File: src/rtl/lsu_data_port.sv
// Load/store unit between the core execute stage and a word-only RAM data port.
// Sub-word stores are done as read-modify-write; loads are sign- or zero-extended.
module lsu_data_port (
  input  logic        clk,
  input  logic        rst_n,
  input  logic        req_valid,
  output logic        req_ready,
  input  logic        req_is_store,
  input  logic [2:0]  req_op,
  input  logic [31:0] req_addr,
  input  logic [31:0] req_wdata,
  output logic        resp_valid,
  output logic [31:0] resp_rdata,
  output logic        resp_err,
  output logic [31:0] data_address,
  output logic        data_read,
  output logic        data_write,
  output logic [31:0] data_writedata,
  input  logic [31:0] data_readdata
);

  typedef enum logic [2:0] {
    IDLE     = 3'd0,
    CHECK    = 3'd1,
    READ     = 3'd2,
    MERGE_WR = 3'd3,
    WRITE    = 3'd4,
    RESP     = 3'd5
  } state_t;

  localparam logic [2:0] OP_B  = 3'b000;
  localparam logic [2:0] OP_H  = 3'b001;
  localparam logic [2:0] OP_W  = 3'b010;
  localparam logic [2:0] OP_BU = 3'b100;
  localparam logic [2:0] OP_HU = 3'b101;

  state_t      state, state_nxt;
  logic        is_store_q;
  logic [2:0]  op_q;
  logic [31:0] addr_q;
  logic [31:0] wdata_q;
  logic [31:0] addr_out_q;
  logic [31:0] wr_word_q;
  logic [31:0] rdata_q;
  logic        err_q;

  logic [1:0]  lane;
  logic        op_err;
  logic [31:0] shifted;
  logic [31:0] load_val;
  logic [31:0] merged;

  assign lane = addr_q[1:0];

  always_comb begin
    op_err = 1'b0;
    if (is_store_q)
      op_err = !(op_q == OP_B || op_q == OP_H || op_q == OP_W);
    else
      op_err = !(op_q == OP_B || op_q == OP_H || op_q == OP_W ||
                 op_q == OP_BU || op_q == OP_HU);
    if ((op_q == OP_H || op_q == OP_HU) && lane[0])
      op_err = 1'b1;
    if (op_q == OP_W && lane != 2'b00)
      op_err = 1'b1;
  end

  // Shift the addressed lane down to bit 0, then extend.
  always_comb begin
    shifted  = data_readdata >> {lane, 3'b000};
    load_val = 32'h0;
    case (op_q)
      OP_B:    load_val = {{24{shifted[7]}}, shifted[7:0]};
      OP_H:    load_val = {{16{shifted[15]}}, shifted[15:0]};
      OP_W:    load_val = data_readdata;
      OP_BU:   load_val = {24'h0, shifted[7:0]};
      OP_HU:   load_val = {16'h0, shifted[15:0]};
      default: load_val = 32'h0;
    endcase
  end

  always_comb begin
    merged = data_readdata;
    if (op_q == OP_B) begin
      case (lane)
        2'd0:    merged[7:0]   = wdata_q[7:0];
        2'd1:    merged[15:8]  = wdata_q[7:0];
        2'd2:    merged[23:16] = wdata_q[7:0];
        default: merged[31:24] = wdata_q[7:0];
      endcase
    end else begin
      if (lane[1])
        merged[31:16] = wdata_q[15:0];
      else
        merged[15:0]  = wdata_q[15:0];
    end
  end

  always_comb begin
    state_nxt = state;
    case (state)
      IDLE:     if (req_valid) state_nxt = CHECK;
      CHECK: begin
        if (op_err)
          state_nxt = RESP;
        else if (is_store_q && op_q == OP_W)
          state_nxt = WRITE;
        else
          state_nxt = READ;
      end
      READ:     state_nxt = is_store_q ? MERGE_WR : RESP;
      MERGE_WR: state_nxt = RESP;
      WRITE:    state_nxt = RESP;
      RESP:     state_nxt = IDLE;
      default:  state_nxt = IDLE;
    endcase
  end

  always_ff @(posedge clk or negedge rst_n) begin
    if (!rst_n)
      state <= IDLE;
    else
      state <= state_nxt;
  end

  always_ff @(posedge clk or negedge rst_n) begin
    if (!rst_n) begin
      is_store_q <= 1'b0;
      op_q       <= 3'b000;
      addr_q     <= 32'h0;
      wdata_q    <= 32'h0;
      addr_out_q <= 32'h0;
      wr_word_q  <= 32'h0;
      rdata_q    <= 32'h0;
      err_q      <= 1'b0;
    end else begin
      case (state)
        IDLE: begin
          if (req_valid) begin
            is_store_q <= req_is_store;
            op_q       <= req_op;
            addr_q     <= req_addr;
            wdata_q    <= req_wdata;
          end
        end
        CHECK: begin
          if (op_err) begin
            err_q <= 1'b1;
          end else begin
            addr_out_q <= {addr_q[31:2], 2'b00};
            if (is_store_q && op_q == OP_W)
              wr_word_q <= wdata_q;
          end
        end
        READ: begin
          if (is_store_q)
            wr_word_q <= merged;
          else
            rdata_q <= load_val;
        end
        RESP: begin
          rdata_q <= 32'h0;
          err_q   <= 1'b0;
        end
        default: ;
      endcase
    end
  end

  // Strobes decode straight from state so an async reset drops them at once.
  assign req_ready      = (state == IDLE);
  assign resp_valid     = (state == RESP);
  assign data_read      = (state == READ);
  assign data_write     = (state == MERGE_WR) || (state == WRITE);
  assign data_address   = addr_out_q;
  assign data_writedata = wr_word_q;
  assign resp_rdata     = rdata_q;
  assign resp_err       = err_q;

endmodule

File: config.mk
export PLATFORM = sky130hd
export DESIGN_NAME = lsu_data_port
export DESIGN_NICKNAME = d
export VERILOG_FILES = /design/src/rtl/lsu_data_port.sv
export SDC_FILE = /design/constraint.sdc
export NUM_CORES = 1
export LEC_CHECK = 0
export CELL_PAD_IN_SITES_DETAIL_PLACEMENT = 1
export CELL_PAD_IN_SITES_GLOBAL_PLACEMENT = 1
export CORE_UTILIZATION = 39
export CTS_CLUSTER_SIZE = 40
export DETAILED_ROUTE_END_ITERATION = 6
export PLACE_DENSITY = 0.79
export SKIP_CTS_REPAIR_TIMING = 1
export SLEW_MARGIN = 20
export SYNTH_ARGS = -nofsm -noshare
export SYNTH_HDL_FRONTEND = slang
export SYNTH_SLANG_ARGS = --single-unit
File: constraint.sdc
create_clock -name clk -period 2.4 [get_ports clk]
set_input_delay 0.36 -clock clk [delete_from_list [all_inputs] [get_ports clk]]
set_output_delay 0.36 -clock clk [all_outputs]
set_load 0.03 [all_outputs]
# Word level (Yosys, flattened, before mapping)

Cells that the tools add are included.

Equal/unequal tests: 17
Shifts and indexed selects: 1
Mux-type cells: 24
Bitwise operators: 1
Reductions and logical operators: 25

Operators by type and width:

| cell               | number |
|---|---|
| $mux 32            | 5 |
| $pmux 32 s5        | 1 |
| $pmux 32 s2        | 2 |
| $mux 16            | 2 |
| $mux 8             | 4 |
| $shr 32x5->16      | 1 |
| $eq 3x3->1 const B | 4 |
| $mux 3             | 4 |
| $pmux 3 s4         | 1 |
| $ne 2x2->1 const B | 5 |
| $eq 3x2->1 const B | 3 |
| $reduce_and 2->1   | 4 |
| $reduce_bool 2->1  | 4 |
| $eq 3x1->1 const B | 2 |
| $logic_not 3->1    | 2 |
| $logic_or 1x1->1   | 6 |
| $mux 1             | 4 |
| $reduce_and 4->1   | 1 |
| $logic_and 1x1->1  | 3 |
| $reduce_or 3->1    | 1 |
| $eq 2x1->1 const B | 1 |
| $eq 2x2->1 const B | 1 |
| $logic_not 1->1    | 2 |
| $logic_not 2->1    | 1 |
| other kinds (4)    | 4 |

Bits in registers: 166
Input bits: 103
Output and inout port bits: 101

# Longest topological paths before layout

Word-level depth: 11
Depth in mapped cells: 8
Mapped depth without buffers: 5

# Worst setup path before layout

No wires, ideal clock.

Kind: reg-to-reg
From: reg state[2]
To: reg addr_q[10]
Arrival time: 2198 ps
Path slack: 77 ps
Stages on the path, launching flop included: 7
Path buffers: 3
Path through: dfrtp_1 > buf_6 > nor3_1 > and2_1 > buf_2 > buf_2 > mux2_2

Longest elaborated chain between the ends: 2

Ends and longest elaborated chain:

| what                       | line | text |
|---|---|---|
| start: declaration         | 37   | `state_t state, state_nxt;` |
| start signal: assignment   | 123  | `state <= state_nxt;` |
| $logic_not 3->1            | --   |  |
| via req_ready              | 7    | `output logic req_ready,` |
| $reduce_and 2->1 (no line) | --   |  |
| end signal: assignment     | 142  | `addr_q <= req_addr;` |
| end: declaration           | 40   | `logic [31:0] addr_q;` |

The timed path passes the listed nets, and every way through them passes these cells.
A chain may end at the register's enable or synchronous reset.

# Worst setup path after layout

From: reg state[2]
To: out data_read

Longest elaborated chain between the ends: 1

Ends and longest elaborated chain:

| what             | line | text |
|---|---|---|
| $eq 3x2->1       | 173  | `assign data_read = (state == READ);` |
| end: declaration | 16   | `output logic data_read,` |

Every way passes these cells.

==> results.json <==
{
  "fin_setup_tns_ns": 0,
  "drt-initial-drc-count": 330,
  "syn_inst": 625,
  "crit_slowest_cell": "or3b_2",
  "grt_max_degree": 73,
  "maxCapViolations": 0,
  "hpwl_mm": 18.09,
  "fin_nets": 927,
  "portBuffers": 201,
  "post-place-ws_ns": -0.1369,
  "hp-class": "reg2reg",
  "io_pins": 204,
  "tightest_slew_ns": 0.7047,
  "r2r_cells": 5,
  "h-tree-depth": 4,
  "met2_usage": 0.4187,
  "drive_gt1_frac": 0.2162,
  "yosys.area_share.simple": 0.06442,
  "yosysWarnings": 0,
  "vias": 6154,
  "outcome": "complete, no violations",
  "worstSetupStartpoint": "state[2]",
  "num_antenna_cells": 0,
  "setup_ws_ns": 0.1125,
  "n_fill_cell": 1971,
  "wire_per_inst_um": 22.41,
  "power.internal_mw": 9.253,
  "finClkSkew_ns": 0.01162,
  "synth.avg_cell_area_sq_um": 12.37,
  "crit_type": "reg2out",
  "dieArea_sq_mm": 0.02039,
  "clkSinkCount": 166,
  "synth_fa_ha_area_frac": 0,
  "ir_drop_mv": 0.7669,
  "antenna_found_initial": 0,
  "core.rowCount": 51,
  "p_seq_frac": 0.339,
  "p_leak_nw": 4.606,
  "cpPeakStageDelay_ns": 0.64,
  "start_util": 0.3972,
  "finalHoldViolCount": 0,
  "wirelength_mm": 24.70,
  "drc_errors": 0,
  "overflow": 0,
  "grtUsageTotal": 0.2514,
  "cts_tree": "built",
  "dp_cells": 1065,
  "dieWidth_um": 142.8,
  "clkLatencyLatePin_ns": 0.42,
  "fin_crit_sh": 0.9531,
  "synthFlopType": "dfrtp_1",
  "max_freq_ghz": 0.4372,
  "grt_pass1_wl_mm": 38.31,
  "timing.rr.start": "op_q[0]",
  "gp_routability_congestion": 0.9602,
  "cts_buffers": 17,
  "area_growth_syn_to_layout_pct": 38.36,
  "clockBufferDepth": 2,
  "synth_xor_area_frac": 0.001133,
  "final_cell_mix": "clkdlybuf4s50_1 (196), dfrtp_1 (165), mux2_2 (69)",
  "ys_ff_latch": 166,
  "coreArea_sq_mm": 0.01946,
  "fin_cells": 1102,
  "via_per_inst": 5.584,
  "dr.pass1.iters": 4,
  "top_usage_layer": "met2",
  "setup_viol": 0,
  "netlist_area_sq_mm": 0.007730,
  "ant_nets": 0,
  "crit_chain": "or3b_2, clkinvlp_4, buf_4",
  "ys_types": 51,
  "sw_frac_of_total": 0.4000,
  "yosysSeqAreaShare": 0.5374,
  "maxSlewViolCount": 0,
  "synth_area_leader_cell": "dfrtp_1",
  "p_total_mw": 15.42,
  "min_from": "resp_rdata[7]",
  "first_global_vias": 6661,
  "die_h_um": 142.8,
  "worstPathRequired_ns": 2.04,
  "period_needed_ns": 2.287,
  "synth.top_cells.by_area": "dfrtp_1 (54%), mux2_2 (10%), mux2_4 (5.6%)",
  "muxShareOfSynthArea": 0.1779,
  "end_kind": "primary output",
  "combPwrFrac": 0.479,
  "synth-edff-count": 0,
  "synthArstFlopShare": 1.000,
  "synth_top_family_by_area": "multiplexers",
  "crit_path_start_kind": "register",
  "grtUsageMet1": 0.3064,
  "p_clk_frac": 0.182,
  "clk_pin_slew_ns": 0.06,
  "p_sw_mw": 6.167,
  "slew-limit-headroom": 0.5302,
  "stdcell_area_sq_mm": 0.01070,
  "grt_util_met3": 0.08216,
  "place_area_sq_mm": 0.01003,
  "cp.arrival_ns": 1.93,
  "root_buffer": "clkbuf_16",
  "synth_top_area_share": 0.5374,
  "timing.hold.ws_ns": 0.4881,
  "synth_compound_area_frac": 0.1713,
  "hold_path_depth": 2,
  "fin_util": 0.5495,
  "layout_commonest_cell": "clkdlybuf4s50_1",
  "path_max_fanout": 11,
  "power.density_mw_per_mm2": 1442,
  "rsz0062_at_grt": "false"
}
==> registers in the layout, summed over array words and instances (netlist names) <==
register,flops
wdata_q,32
data_writedata,32
data_address,30
state,3
op_q,3
resp_rdata,32
addr_q,32
is_store_q,1
resp_err,1
==> per-layer routing <==
layer	wire length, um	vias up
met5	0	-
met4	609	0
met3	2184	46
met2	12020	270
met1	9887	3110
li1	-	2728
==> power by group through the flow <==
| stage | Clock [mW] | Sequential [mW] | Combinational, mW |
|---|---|---|---|
| 2_1_floorplan | 0 | 6.07 | 3.73 |
| 3_3_place_gp | 0 | 5.15 | 7.11 |
| 3_5_place_dp | 0 | 5.24 | 7.38 |
| 4_1_cts | 2.87 | 5.22 | 7.42 |
| 5_1_grt | 2.97 | 5.37 | 7.87 |
| 6_report | 2.81 | 5.22 | 7.39 |
==> worst max-delay path: cells and delay by family, from the launching register on <==
kind,cells,cell delay (ns)
buf+inv,2,0.35
flops,1,0.52
simple gates,1,0.64
==> layout make-up <==
class | instances | area [sq um] | share of cell area
flip-flops and latches | 166 | 4155 | 0.3885
multi-input cells | 398 | 3226 | 0.3016
repair buffers | 234 | 2344 | 0.2191
clock buffers | 21 | 470.5 | 0.04399
well taps | 265 | 331.6 | 0.03100
clock inverters | 11 | 138.9 | 0.01299
inverters | 7 | 30.03 | 0.002808
==> kinds of logic (layout without fill, tap and decap cells) <==
logic type	count (synthesis)	count (layout)
AO/OA/AOI/OAI	189	189
flip-flops	166	166
multiplexers	113	113
AND/OR/NAND/NOR	93	93
buffers and inverters	62	273
other	1	2
XOR/XNOR	1	1
==> final timing paths <==
path,end,slack (ns)
worst max-delay path,data_read,0.11
worst min-delay path,resp_rdata[7],0.49
worst max register to register,data_address[6],0.19
worst min register to register,resp_rdata[7],0.49
max in group asynchronous,wdata_q[24],1.21
min in group asynchronous,data_writedata[14],0.50
==> synth_stat cells (3+ instances only) <==
| cell | number |
|---|---|
| buf_4 | 4 |
| a21boi_0 | 8 |
| buf_6 | 6 |
| a221o_1 | 16 |
| or3_1 | 3 |
| o22ai_1 | 8 |
| a22oi_1 | 8 |
| clkbuf_1 | 22 |
| o22a_1 | 8 |
| and2_1 | 5 |
| o211ai_1 | 8 |
| mux2i_1 | 14 |
| a21o_1 | 3 |
| a221oi_1 | 7 |
| buf_2 | 20 |
| and3_1 | 16 |
| o2bb2ai_1 | 15 |
| nand2_1 | 37 |
| o21ai_0 | 36 |
| inv_1 | 7 |
| nor2_1 | 7 |
| nand3_1 | 8 |
| mux2_4 | 29 |
| nor2b_1 | 6 |
| dfrtp_1 | 166 |
| buf_12 | 3 |
| a21oi_1 | 36 |
| a211oi_1 | 9 |
| a22o_1 | 12 |
| mux2_2 | 69 |
| a31oi_1 | 9 |
(Power assumes the default switching activity.)
